`src/rtl/fft_peak_reader.sv`:
```
// Drains one FFT frame (bins 1..N/2-1), tracks the largest |re|+|im| bin and
// presents it over valid/ready. Optional noise floor: define FFT_READER_THRESH_EN.
module fft_peak_reader #(
  parameter int BIT_WIDTH = 16,
  parameter int N         = 32,
  parameter int M         = $clog2(N),
  parameter int MIN_MAG   = 64
) (
  input  logic                   clk,
  input  logic                   reset,
  input  logic                   fft_done,
  input  logic [2*BIT_WIDTH-1:0] rd_data,
  output logic [M-1:0]           rd_adr,
  output logic                   busy,
  output logic [M-1:0]           peak_bin,
  output logic [BIT_WIDTH:0]     peak_mag,
  output logic                   result_valid,
  input  logic                   result_ready,
  output logic                   dropped_frame
);

  if (N < 8 || (N & (N - 1)) != 0 || MIN_MAG < 0) begin : g_bad_param
    $error("fft_peak_reader: N must be a power of two >= 8 and MIN_MAG >= 0");
  end

  localparam logic [M-1:0] LAST_BIN = M'(N / 2 - 1);

  typedef enum logic [1:0] {IDLE, READ, FLUSH, HOLD} state_t;

  state_t               state;
  logic                 done_q;
  logic                 trigger;
  logic [M-1:0]         adr_q;
  logic                 data_valid;
  logic [M-1:0]         max_bin;
  logic [BIT_WIDTH:0]   max_mag;
  logic [BIT_WIDTH:0]   cur_mag;
  logic [M-1:0]         next_bin;
  logic [BIT_WIDTH:0]   next_mag;
  logic [M-1:0]         report_bin;

  // |x| of the most negative value wraps to 2^(BIT_WIDTH-1), which is the
  // correct unsigned magnitude in BIT_WIDTH bits.
  function automatic logic [BIT_WIDTH-1:0] abs_val(input logic [BIT_WIDTH-1:0] x);
    return x[BIT_WIDTH-1] ? (~x + BIT_WIDTH'(1)) : x;
  endfunction

  assign trigger = fft_done & ~done_q;
  assign cur_mag = {1'b0, abs_val(rd_data[2*BIT_WIDTH-1:BIT_WIDTH])}
                 + {1'b0, abs_val(rd_data[BIT_WIDTH-1:0])};

  // NOTE: every variable assigned in always_comb gets a default first, so no latch is inferred.
  always_comb begin
    next_bin = max_bin;
    next_mag = max_mag;
    if (data_valid && cur_mag > max_mag) begin
      next_bin = adr_q;
      next_mag = cur_mag;
    end
  end

`ifdef FFT_READER_THRESH_EN
  assign report_bin = (next_mag < (BIT_WIDTH+1)'(MIN_MAG)) ? '0 : next_bin;
`else
  assign report_bin = next_bin;
`endif

  // NOTE: state uses non-blocking assignments only; done_q resets to 1 so an
  // fft_done level held through reset is not mistaken for a rising edge.
  always_ff @(posedge clk) begin
    if (reset) begin
      state         <= IDLE;
      done_q        <= 1'b1;
      rd_adr        <= '0;
      busy          <= 1'b0;
      adr_q         <= '0;
      data_valid    <= 1'b0;
      max_bin       <= '0;
      max_mag       <= '0;
      peak_bin      <= '0;
      peak_mag      <= '0;
      result_valid  <= 1'b0;
      dropped_frame <= 1'b0;
    end else begin
      done_q     <= fft_done;
      adr_q      <= rd_adr;
      data_valid <= (state == READ);
      max_bin    <= next_bin;
      max_mag    <= next_mag;

      if (trigger && state != IDLE) dropped_frame <= 1'b1;

      case (state)
        IDLE: begin
          rd_adr <= '0;
          if (trigger) begin
            state   <= READ;
            busy    <= 1'b1;
            rd_adr  <= M'(1);
            max_bin <= '0;
            max_mag <= '0;
          end
        end
        READ: begin
          if (rd_adr == LAST_BIN) begin
            state  <= FLUSH;
            rd_adr <= '0;
          end else begin
            rd_adr <= rd_adr + M'(1);
          end
        end
        FLUSH: begin
          // Last sample arrives this cycle, so the report takes the merged max.
          state        <= HOLD;
          result_valid <= 1'b1;
          peak_bin     <= report_bin;
          peak_mag     <= next_mag;
        end
        HOLD: begin
          if (result_ready) begin
            state        <= IDLE;
            busy         <= 1'b0;
            result_valid <= 1'b0;
          end
        end
        default: state <= IDLE;
      endcase
    end
  end

endmodule

```
`config.mk`:
```
export PLATFORM = sky130hd
export DESIGN_NAME = fft_peak_reader
export DESIGN_NICKNAME = d
export VERILOG_FILES = /design/src/rtl/fft_peak_reader.sv
export SDC_FILE = /design/constraint.sdc
export NUM_CORES = 1
export LEC_CHECK = 0
export ABC_AREA = 0
export CAP_MARGIN = 20
export CORE_MARGIN = 2
export CORE_UTILIZATION = 58
export DETAILED_ROUTE_END_ITERATION = 16
export GPL_ROUTABILITY_DRIVEN = 0
export GPL_TIMING_DRIVEN = 0
export HOLD_SLACK_MARGIN = 0.05
export PLACE_DENSITY = 0.86
export SLEW_MARGIN = 10
export SYNTH_ARGS = -nofsm -noshare
export SYNTH_HDL_FRONTEND = slang
export SYNTH_SLANG_ARGS = --single-unit
```
`constraint.sdc`:
```
create_clock -name clk -period 14.1 [get_ports clk]
set_input_delay 2.82 -clock clk [delete_from_list [all_inputs] [get_ports clk]]
set_output_delay 2.82 -clock clk [all_outputs]
set_load 0.05 [all_outputs]
```
==> out/qor.yml <==
status:
  run_status: "finished clean"
cells_and_area:
  final_core_util_pct: 74.0
  nNetsFinal: 635
  syn_to_final_growth_pct: 23.9
  final_area_um2: 5000
  layout-drive-gt1-share_pct: 4.80
  diodes: 0
  stdcell_count: 643
flow_run:
  drv_cap: 0
logic_synthesis:
  synth.cell_area_um2: 4030
  synthArstFlopShare_pct: 0
  ys_top_cells_by_area: "dfxtp_1 30%, ha_1 12%, xnor2_1 6.7%"
  synth-edff-count: 0
  synth_largest_area_cell: "dfxtp_1"
  yosysTopAreaCellShare_pct: 30.3
  seq_area_frac_synth_pct: 30.3
  ys_warn_count: 0
  syn-num-nets: 560
  synthFlopType: "dfxtp_1"
  ys_seq_elements: 61
  ys_types: 55
  syn_avg_cell_area_um2: 8.35
  synthCells: 483
  synthTopCellsByCount: "62 x nor2_1, 61 x dfxtp_1, 40 x ha_1, 33 x nand2_1, 32 x inv_1"
  yosysMostFrequentCell: "nor2_1"
timing:
  drv_slew: 0
  rsz0062_at_grt: "false"
  report.final.setup_viol: 0
  worst_pin_slew_ps: 608
  max_clock_freq_ghz: 0.129
  hold_viol: 0
  timing.hold.ws_ps: 485
  final.min_clock_period_ps: 7780
  final.setup.tns_ps: 0
  finalCritPeriodShare_pct: 55.1
  skew_ps: 5.94
  relSlewSlack_pct: 59.5
critical_path:
  worst_ep_required_time_ps: 14290
  critPathLaunch: "rd_data[0]"
  reg2reg_depth: 10
  cp_data_arrival_time_ps: 7970
  endpoint_kind: "flop"
  worstReg2RegStart: "max_mag[15]"
  critical_path.endpoint: "peak_bin[4]"
  critPathLaunchType: "primary input"
  regToRegEndpoint: "peak_bin[4]"
  r2r_slack_ps: 11480
  cp_max_fo: 10
  worstSetupPathType: "primary input to flop"
floorplanning:
  die_area_um2: 7640
  die_width_um: 87.4
  io_pins: 66
  rows: 30
  start_util_pct: 59.7
  coreArea_um2: 6760
  die_h_um: 87.4
clock_tree:
  holdBufCountCts: 0
  cts_setup_buffers: 0
  cts-root-buf: "clkbuf_8"
  h-tree-depth: 3
  cts_tree: "yes"
  cts_buffers: 9
  clock-sinks: 61
  ctsResizeCount: 0
  clock_latency_ps: 340
  cts_buffer_depth: 2
  clk_pin_slew_ps: 70
hold_path:
  min_path_type: "flop to flop"
route:
  drt_pass1_iterations: 7
  antenna_left: 0
  routed-via-count: 3907
  drc: 0
  wire_per_inst_um: 15.7
  drt_iter0_drc: 282
  wl_mm: 10.1
  viasPerCell: 6.08
placement:
  port_buffers: 64
  place_area_um2: 4770
  placed_cells: 627
  dp_hpwl_mm: 7.83
pwr:
  power_density_nw_per_um2: 153
  ir_worst_vdd_v: 0.0000644
  p_leak_nw: 1.91
grt:
  overflow: 0
  antenna_found_initial: 0
  grt_start_max_net_pins: 11
  track_usage_pct: 27.0
  grt_pass1_wl_mm: 16.5
  grt_pass1_vias: 3772
metal layers:
metal  wire [µm]  track usage (%)  share of wire, %  vias to the layer above
met1        4260             29.7                42                     1850
met5           0                0                 0                        -
li1            -                -                 -                     1873
met4         263             11.0               2.6                        0
met3         486             4.36               4.8                       29
met2        5110             50.7                51                      155
cells in the final DEF, fill, tap and decap left out, types with 14 or more instances in the layout:
cell              n
clkdlybuf4s50_1  64
nor2_1           62
dfxtp_1          61
ha_1             40
nand2_1          33
inv_1            32
xnor2_1          31
a211oi_1         28
a21oi_1          23
mux2i_1          19
clkbuf_1         18
o21ai_0          14
worst min path at each step:
| stage | startpoint | to | cells after the start | slack, ps |
|---|---|---|---|---|
| after floorplan | adr_q[0] | max_bin[0] | 2 | 460 |
| after global placement | dropped_frame | dropped_frame | 2 | 460 |
| after detailed placement | dropped_frame | dropped_frame | 2 | 460 |
| after CTS | peak_bin[3] | peak_bin[3] | 2 | 490 |
| after global routing | peak_mag[0] | peak_mag[0] | 2 | 500 |
| final | peak_bin[3] | peak_bin[3] | 2 | 480 |
area by class of cell:
cell class / count / area (µm²)
buffer: 20 / 87.6
clock buffer: 12 / 155
clock inverter: 4 / 70.1
fill: 515 / 1760
inverter: 32 / 120
multi-input combinational: 370 / 2610
sequential: 61 / 1220
tap: 80 / 100
timing repair buffer: 64 / 641
power by group:
part	switching (mW)	internal (mW)
Clock	0.0678	0.109
Sequential	0.0190	0.199
Combinational	0.230	0.142
Total	0.317	0.450
worst max-delay path, cell delays in order:
cell	delay, ps
clkdlybuf4s50_1	480
inv_1	90
ha_1	160
nand2_1	70
or3_1	360
o21ai_0	400
nand2_1	120
xor2_1	160
ha_1	270
clkbuf_1	290
nand2_1	120
nor2_1	140
nor2_1	60
a31oi_1	180
xor2_1	270
ha_1	210
nand4_1	140
nor2_1	250
nand3_1	130
o21ai_0	440
a21o_1	160
buf_4	220
mux2i_1	290
a211oi_1	130
registers in the layout, indices dropped and copies added (netlist names):
name	count
result_valid	1
busy	1
state	2
peak_bin	5
adr_q	5
max_bin	5
rd_adr	5
dropped_frame	1
data_valid	1
max_mag	17
done_q	1
peak_mag	17
through the flow:
| step | total power, mW | worst slack, ps |
|---|---|---|
| final | 0.767 | 6320 |
| after global routing | 0.810 | 6050 |
| after global placement | 0.569 | 6270 |
| after floorplan | 0.482 | 7330 |
| after detailed placement | 0.585 | 6060 |
| after CTS | 0.762 | 6370 |
logic make-up after synthesis:
kind of cell             Yosys count  share of synthesized area, %
AO/OA/AOI/OAI                    117                          20.5
adder cells (fa/ha/maj)           41                          12.9
flip-flops                        61                          30.3
AND/OR/NAND/NOR                  154                          18.0
buffers and inverters             52                          5.15
multiplexers                      19                          4.71
XOR/XNOR                          39                          8.47
(Power assumes the default switching activity.)
